**src/rtl/pair_detect_scheduler_pkg.sv**
```systemverilog
// Shared types and helpers for the pair-detect scheduler and its serial detector.
package pair_detect_scheduler_pkg;

    // Scheduler FSM states.
    typedef enum logic [1:0] {
        ST_IDLE  = 2'b00,
        ST_LOAD  = 2'b01,
        ST_SHIFT = 2'b10,
        ST_DONE  = 2'b11
    } sched_state_t;

    // Detector states: A = no history, B = last bit 0, C = last bit 1.
    typedef enum logic [1:0] {
        DET_A = 2'b00,
        DET_B = 2'b01,
        DET_C = 2'b10
    } det_state_t;

    // Requester to serve: a lone request wins outright; a tie goes to ptr.
    function automatic logic pick_requester(input logic [1:0] req, input logic ptr);
        return (req == 2'b11) ? ptr : req[1];
    endfunction

endpackage

```
**src/rtl/pair_detect_scheduler_if.sv**
```systemverilog
// Request/grant/result bundle between the two word sources and the scheduler.
interface pair_detect_scheduler_if #(
    parameter int WIDTH = 8,
    parameter int CNT_W = 4
);
    logic [1:0]       req;
    logic [WIDTH-1:0] data0;
    logic [WIDTH-1:0] data1;
    logic [1:0]       gnt;
    logic             busy;
    logic             done;
    logic             done_id;
    logic [CNT_W-1:0] count;

    // Requester side: drives requests and words, observes grants and results.
    modport master (
        output req, data0, data1,
        input  gnt, busy, done, done_id, count
    );

    // Scheduler side.
    modport slave (
        input  req, data0, data1,
        output gnt, busy, done, done_id, count
    );
endinterface

```
**src/rtl/pair_detect_scheduler_core.sv**
```systemverilog
// Mealy detector flagging two equal consecutive bits (00 or 11) on a serial stream.
module pair_detect_core
    import pair_detect_scheduler_pkg::*;
(
    input  logic clk,
    input  logic reset,   // asynchronous, active-low
    input  logic clr,     // synchronous return to state A
    input  logic en,      // advance on this edge
    input  logic w,
    output logic z
);

    det_state_t state_q;
    det_state_t state_d;

    // Hit output and next state from the current state and incoming bit.
    always_comb begin
        // NOTE: defaults first so every path assigns both outputs and no latch is inferred.
        state_d = DET_A;
        z       = 1'b0;
        case (state_q)
            DET_A: begin
                state_d = w ? DET_C : DET_B;
            end
            DET_B: begin
                state_d = w ? DET_C : DET_B;
                z       = ~w;
            end
            DET_C: begin
                state_d = w ? DET_C : DET_B;
                z       = w;
            end
            default: begin
                state_d = DET_A;
                z       = 1'b0;
            end
        endcase
    end

    // State register: clear has priority over advance.
    always_ff @(posedge clk or negedge reset) begin
        // NOTE: non-blocking assignments keep every register updating from pre-edge values.
        if (!reset) begin
            state_q <= DET_A;
        end else if (clr) begin
            state_q <= DET_A;
        end else if (en) begin
            state_q <= state_d;
        end
    end

endmodule

```
**src/rtl/pair_detect_scheduler.sv**
```systemverilog
// Round-robin scheduler: grants one of two requesters, serializes its word MSB-first
// through the pair detector and returns the hit count tagged with the requester id.
module pair_detect_scheduler
    import pair_detect_scheduler_pkg::*;
#(
    parameter int WIDTH = 8,
    parameter int CNT_W = 4
) (
    input  logic                    clk,
    input  logic                    reset,   // asynchronous, active-low
    pair_detect_scheduler_if.slave  bus
);

    localparam int              BC_W     = $clog2(WIDTH);
    localparam logic [BC_W-1:0] LAST_BIT = BC_W'(WIDTH - 1);

    sched_state_t     state_q;
    logic             ptr_q;       // tie winner for the next simultaneous request
    logic             sel_q;       // requester being served
    logic [WIDTH-1:0] sr_q;
    logic [BC_W-1:0]  bit_cnt_q;
    logic [CNT_W-1:0] count_q;
    logic [1:0]       gnt_q;
    logic             busy_q;
    logic             done_q;
    logic             done_id_q;

    logic             sel_d;
    logic             det_clr;
    logic             det_en;
    logic             det_w;
    logic             det_z;

    assign sel_d   = pick_requester(bus.req, ptr_q);
    assign det_clr = (state_q == ST_LOAD);
    assign det_en  = (state_q == ST_SHIFT);
    assign det_w   = sr_q[WIDTH-1];

    pair_detect_core u_core (
        .clk   (clk),
        .reset (reset),
        .clr   (det_clr),
        .en    (det_en),
        .w     (det_w),
        .z     (det_z)
    );

    // Control FSM with registered outputs; grant and done are one-cycle pulses.
    always_ff @(posedge clk or negedge reset) begin
        if (!reset) begin
            state_q   <= ST_IDLE;
            ptr_q     <= 1'b0;
            sel_q     <= 1'b0;
            sr_q      <= '0;
            bit_cnt_q <= '0;
            count_q   <= '0;
            gnt_q     <= '0;
            busy_q    <= 1'b0;
            done_q    <= 1'b0;
            done_id_q <= 1'b0;
        end else begin
            gnt_q  <= '0;
            done_q <= 1'b0;
            case (state_q)
                ST_IDLE: begin
                    if (bus.req != 2'b00) begin
                        // Outputs seen during LOAD: grant, id, cleared count.
                        state_q   <= ST_LOAD;
                        gnt_q     <= sel_d ? 2'b10 : 2'b01;
                        sel_q     <= sel_d;
                        ptr_q     <= ~sel_d;
                        done_id_q <= sel_d;
                        count_q   <= '0;
                        busy_q    <= 1'b1;
                    end
                end
                ST_LOAD: begin
                    // Word is captured at the end of LOAD; later data changes are ignored.
                    sr_q      <= sel_q ? bus.data1 : bus.data0;
                    bit_cnt_q <= '0;
                    state_q   <= ST_SHIFT;
                end
                ST_SHIFT: begin
                    sr_q      <= {sr_q[WIDTH-2:0], 1'b0};
                    count_q   <= count_q + CNT_W'(det_z);
                    bit_cnt_q <= bit_cnt_q + BC_W'(1);
                    if (bit_cnt_q == LAST_BIT) begin
                        state_q <= ST_DONE;
                        done_q  <= 1'b1;
                    end
                end
                ST_DONE: begin
                    state_q <= ST_IDLE;
                    busy_q  <= 1'b0;
                end
                default: begin
                    state_q <= ST_IDLE;
                    busy_q  <= 1'b0;
                end
            endcase
        end
    end

    assign bus.gnt     = gnt_q;
    assign bus.busy    = busy_q;
    assign bus.done    = done_q;
    assign bus.done_id = done_id_q;
    assign bus.count   = count_q;

endmodule

```
**src/flat_wrapper.sv**
```systemverilog
// flat-port wrapper written by rule: the top's interface ports become plain ports
module pair_detect_scheduler_flat import pair_detect_scheduler_pkg::*;
#(
    parameter int WIDTH = 8,
    parameter int CNT_W = 4
)
  (clk, reset, bus_req, bus_data0, bus_data1, bus_gnt, bus_busy, bus_done, bus_done_id, bus_count);
  pair_detect_scheduler_if #(.WIDTH(WIDTH), .CNT_W(CNT_W)) bus_i ();
  input  logic clk;
  input  logic reset;
  input wire logic [$bits(bus_i.req)-1:0] bus_req;
  input wire logic [$bits(bus_i.data0)-1:0] bus_data0;
  input wire logic [$bits(bus_i.data1)-1:0] bus_data1;
  output wire logic [$bits(bus_i.gnt)-1:0] bus_gnt;
  output wire logic [$bits(bus_i.busy)-1:0] bus_busy;
  output wire logic [$bits(bus_i.done)-1:0] bus_done;
  output wire logic [$bits(bus_i.done_id)-1:0] bus_done_id;
  output wire logic [$bits(bus_i.count)-1:0] bus_count;
  assign bus_i.req = bus_req;
  assign bus_i.data0 = bus_data0;
  assign bus_i.data1 = bus_data1;
  assign bus_gnt = bus_i.gnt;
  assign bus_busy = bus_i.busy;
  assign bus_done = bus_i.done;
  assign bus_done_id = bus_i.done_id;
  assign bus_count = bus_i.count;
  pair_detect_scheduler #(.WIDTH(WIDTH), .CNT_W(CNT_W)) u_core (.clk(clk), .reset(reset), .bus(bus_i));
endmodule
```
**config.mk**
```make
export PLATFORM = sky130hd
export DESIGN_NAME = pair_detect_scheduler_flat
export DESIGN_NICKNAME = d
export VERILOG_FILES = /design/src/rtl/pair_detect_scheduler_pkg.sv /design/src/rtl/pair_detect_scheduler_if.sv /design/src/rtl/pair_detect_scheduler_core.sv /design/src/rtl/pair_detect_scheduler.sv /design/src/flat_wrapper.sv
export SDC_FILE = /design/constraint.sdc
export NUM_CORES = 1
export LEC_CHECK = 0
export ABC_CLOCK_PERIOD_IN_PS = 1500
export BUFFER_PORTS_ARGS = -buffer_cell sky130_fd_sc_hd__buf_2
export CAP_MARGIN = 15
export CORE_MARGIN = 4
export CORE_UTILIZATION = 47
export DETAILED_ROUTE_END_ITERATION = 10
export PLACE_DENSITY_LB_ADDON = 0.1
export SETUP_SLACK_MARGIN = 0.15
export SYNTH_ARGS = -nofsm -noshare
export SYNTH_HDL_FRONTEND = slang
export SYNTH_SLANG_ARGS = --single-unit
```
**constraint.sdc**
```tcl
create_clock -name clk -period 1.5 [get_ports clk]
set_input_delay 0.075 -clock clk [delete_from_list [all_inputs] [get_ports clk]]
set_output_delay 0.075 -clock clk [all_outputs]
set_load 0.05 [all_outputs]
```
== After elaboration in Yosys (flattened, before gate mapping) ==
Index checks and enable logic that the tools add are counted.
Operators by class
  add/subtract/negate cells: 2
  eq/ne operators: 9
  multiplexer cells: 21
  bitwise gates (word level): 2
  reduce and logical (&&, ||, !) cells: 11
Operators with widths (number)
  $mux W2: 9
  $pmux W8 S2: 1
  $eq A2 B2 Y1 const B: 4
  $mux W8: 1
  $pmux W2 S4: 1
  $pmux W4 S2: 1
  $reduce_and A2 Y1: 4
  $reduce_bool A2 Y1: 4
  $pmux W3 S2: 1
  $add A4 B1 Y4: 1
  $eq A2 B1 Y1 const B: 2
  $logic_not A2 Y1: 2
  $mux W1: 4
  $mux W4: 1
  $ne A2 B2 Y1 const B: 2
  $pmux W1 S2: 2
  $add A3 B1 Y3 const B: 1
  $eq A3 B3 Y1 const B: 1
  $reduce_or A3 Y1: 1
  $not A1 Y1: 2
Storage, ports and cells
  bits in registers: 25
  input port bits: 20
  output and inout port bits: 9
  word-level logic and storage cells: 55

== Depth between registers and ports, before layout ==
  word-level depth: 5
  gate-level depth with buffers: 8
  mapped depth without buffers: 8

== Cells and area by module ==
From an unflattened synthesis, not the netlist that was laid out.
Unflattened totals
  cells, all modules: 136
  area total of the unflattened synthesis: 1350.0 um^2
By module, submodules not included
  pair_detect_scheduler: times used 1, cells an instance 124, area an instance 1242.4 um^2, sequential area each 575.6 um^2
  pair_detect_core: times used 1, cells an instance 12, area an instance 107.6 um^2, sequential area each 50.0 um^2

== Least setup slack after synthesis ==
No wires, ideal clock.
  path kind: register -> register
  from: register u_core.state_q[0]
  to: register u_core.state_q[1]
  setup time: 125 ps
  data arrival time: 1512 ps
  required time: 1375 ps
  slack: -137 ps
  cell stages (with the launch flop): 6
  path buffers: 0
  period minus slack after synthesis: 1637 ps
  cell sequence: dfrtp_1 inv_1 ha_1 or3b_4 o21a_4 mux2_4
On the way
  longest elaborated chain between the ends: 3
  elaborated cells on any way between the ends: 8
  classes of those cells: eq/ne: 5; mux: 1; reduce/logical: 2
Ends and longest elaborated chain
  start: declaration: RTL line pair_detect_scheduler.sv:17  | sched_state_t state_q;
  start signal: assignment: RTL line pair_detect_scheduler.sv:51  | state_q <= ST_IDLE;
  start signal: assignment: RTL line pair_detect_scheduler.sv:68  | state_q <= ST_LOAD;
  start signal: assignment: RTL line pair_detect_scheduler.sv:81  | state_q <= ST_SHIFT;
  $eq A2 B2 Y1 / $logic_not A2 Y1 (equally long branches): RTL line pair_detect_scheduler.sv:64  | case (state_q)
  $ne A2 B2 Y1 (no line)
  $reduce_and A2 Y1 (no line)
Several ways; a longest one is shown, not always the timed one.
A chain may end at the register's enable or synchronous reset.

== Worst setup path in the final report ==
Ends and elaborated chain as after synthesis.

==> key figures <==
Status
  • Status: finished with violations
  • Failing checks: negative setup slack

Critical path
  • WP data arrival: 1780 ps
  • Worst-path fanout max: 4
  • Worst R2R End: u_core.state_q[1]$_DFFE_PN0P_
  • Worst r2r path cells: 5
  • Reg-to-reg slack, setup: -70 ps
  • Crit path kind: flop to flop
  • Reg2reg start: u_core.state_q[0]$_DFFE_PN0P_
  • Worst setup EP type: flop
  • Startpoint Class: flop
  • Req. time, crit path: around 1700 ps

Floorplanning
  • Die W: 60.4 um
  • Die ar.: 0.00365 mm2
  • Initial Util: 0.508
  • Core Rows: 18
  • Core area: 0.00254 mm2
  • Die Height: 60.4 um
  • I/O pin cnt: 29

Global route
  • Grt total ovfl: 0
  • Largest net degree at the start of global routing: 27
  • Number of global-route vias before repair: 1139
  • Initial antenna violation count: 0
  • Gr usage total: 0.176
  • First-pass GRT wire length: roughly 4.8 mm

Synth
  • Gate Count Post-Synth: 128
  • Top FF cell, synth: dfrtp_1
  • Top-count cell post-synth: dfrtp_1
  • Synth unique cells: 29
  • Sequential-to-total area share from yosys stat: 0.484
  • Syn nets: roughly 160
  • Most frequent cells after synthesis: dfrtp_1 (25), inv_1 (15), o21ai_0 (14)
  • Synth top area share: 0.484
  • EDFF count, synth: 0
  • Yosys top cell by area: dfrtp_1
  • Fraction of registers with async set/reset: 1.00
  • Ys Warns: 0
  • Number of synthesized register bits: 25
  • Synth top area cells: dfrtp_1 (48%), ha_1 (8.7%), o21ai_0 (5.4%)
  • Synth Cell Area: 0.00129 mm2
  • Avg Synthesized Cell Area: slightly above 10 um2

Clock network
  • Clock root cell: clkbuf_4
  • H-tree depth: 1
  • Max clock buf depth: 2
  • Clock latency on the worst-skew pair: 310 ps
  • Worst-path clk slew: 130 ps
  • TritonCTS Buffers: 3
  • CTS tree: built
  • Clock sink total: 25

Timing
  • Final worst slack: -71.2 ps
  • Min cycle time layout: around 1600 ps
  • Fin crit share: 1.05
  • Setup TNS Final: -131 ps
  • Final Max Tran Viols: 0
  • Worst Max-Slew Pin Slew: 565 ps
  • Setup violators final: 3
  • Max Clk Rate: 636 MHz
  • Final hold viol count: 0
  • Clk_skew: around 0.9 ps
  • RSZ-0062 raised after global routing: yes
  • Slew headroom: 0.623

Final layout
  • Synthesis-to-layout area growth: 43.5%
  • # diodes: 0
  • Filler cell count: approximately 190
  • Layout Nets: 207
  • Ratio of cells with drive above 1 in the final layout: 0.497

Drt
  • Routed Antenna Nets: 0
  • DRC Markers: 0
  • Number of DRC markers in iteration 0: between 50 and 60
  • Post-Route WL: 3.12 mm
  • Vias: 1167
  • Average vias per placed instance: about 5.6
  • DR WL/cell: ~15 um
  • TritonRoute pass-1 iters: 4

Min path
  • Hold Path Depth: 3
  • HP Start: bus_data1[2]
  • HP Class: input pin to flop
  • Hold Path End: u_core.sr_q[2]$_DFFE_PN0P_

Power
  • Maximum vdd drop: 1620 uV
  • Pwr dens: 2310 mW/mm2
  • Leakage power: 0.891 nW
  • Power Total: 4.29 mW

Place
  • Port bufs: 28
  • Gpl congestion: between 0.8 and 0.9
  • Detailed Place HPWL: 2.02 mm

Job
  • Total of max-cap violations: 0
[repair_timing]
action | in CTS | in global routing
pin swaps | 3 | 7
hold buffers | 2 | 0
cloned | 0 | 1
setup endpoints to repair | 14 | 16
endpoints found under the hold margin | 26 | 0
setup buffers | 4 | 5
gates resized for setup | 24 | 24
[logic make-up after synthesis]
kind of cell	Yosys count	share of synthesized area
AOI/OAI and AO/OA	40	0.209
and+or+nand+nor	30	0.129
muxes	3	0.0281
DFF	25	0.484
buffers and inverters	21	0.0629
adders and majority gates	9	0.0871
[routing by layer]
layer | vias up | track usage | share of wire
met5 | - | 0 | 0
met4 | 0 | 0.0681 | 0.022
met3 | 10 | 0.0255 | 0.046
met2 | 37 | 0.330 | 0.52
met1 | 573 | 0.200 | 0.41
li1 | 547 | - | -
[metrics by stage]
step	cell area, um2	cells	setup slack, ps	util	hold slack, ps
finish	1850	207	-71.2	0.729	32.6
global route	1850	207	-103	0.729	33.2
detailed placement	1550	191	-48.7	0.607	102
floorplan	1330	128	-60.0	-	-221
CTS	1690	201	-51.1	0.666	8.37
global placement	1550	191	-10.1	0.607	99.0
[cell type report]
class                           count  area [um2]  area share
Multi-Input combinational cell     82         744       0.401
Sequential cell                    25         631       0.340
Timing Repair Buffer               51         359       0.194
Inverter                           15        56.3      0.0304
Tap cell                           30        37.5      0.0202
Clock buffer                        4        26.3      0.0142
[registers in the layout, indices dropped and copies added, names as in the netlist]
name,count
u_core.bus.done,1
u_core.bus.count,4
u_core.ptr_q,1
u_core.sr_q,8
u_core.sel_q,1
u_core.u_core.state_q,2
u_core.bit_cnt_q,3
u_core.bus.gnt,2
u_core.bus.busy,1
u_core.state_q,2
[worst max-delay path by stage]
stage / startpoint / end / slack, ps / cells after the start
after floorplan: u_core.state_q[1]$_DFFE_PN0P_ / u_core.state_q[1]$_DFFE_PN0P_ / -60 / 5
after global placement: u_core.state_q[1]$_DFFE_PN0P_ / u_core.state_q[1]$_DFFE_PN0P_ / -10 / 5
after detailed placement: u_core.state_q[1]$_DFFE_PN0P_ / u_core.state_q[1]$_DFFE_PN0P_ / -50 / 5
after CTS: u_core.state_q[0]$_DFFE_PN0P_ / u_core.state_q[1]$_DFFE_PN0P_ / -50 / 5
after global routing: u_core.state_q[0]$_DFFE_PN0P_ / u_core.state_q[1]$_DFFE_PN0P_ / -100 / 5
final: u_core.state_q[0]$_DFFE_PN0P_ / u_core.state_q[1]$_DFFE_PN0P_ / -70 / 5
[cells in the final DEF, fill, tap and decap left out, drive strengths merged]
cell	Yosys	routed
a211o	1	1
a211oi	7	7
a21o	2	2
a21oi	3	3
a221o	1	1
a31o	1	1
a32o	2	2
and2	1	1
and3	1	1
buf	2	48
clkbuf	4	5
dfrtp	25	25
dlygate4sd3	0	2
ha	9	9
inv	15	15
mux2	2	2
mux2i	1	1
nand2	6	6
nand3	6	6
nor2	2	2
nor2b	9	9
nor3	1	1
nor3b	2	2
nor4	1	1
o21a	1	1
o21ai	14	14
o22ai	7	7
o32a	1	1
or3b	1	1
[worst max-delay path: stages (launching register included)]
cell and delay, ps:
dfrtp_1 420, inv_2 90, ha_4 130, or3b_4 400, o21a_4 140, mux2_4 290
[where the power goes]
part	internal [mW]	total, mW	switching, mW
combinational	1.36	2.76	1.40
sequential	0.960	1.23	0.270
clock	0.104	0.301	0.197
No activity file was read; power rests on OpenSTA's default activity.
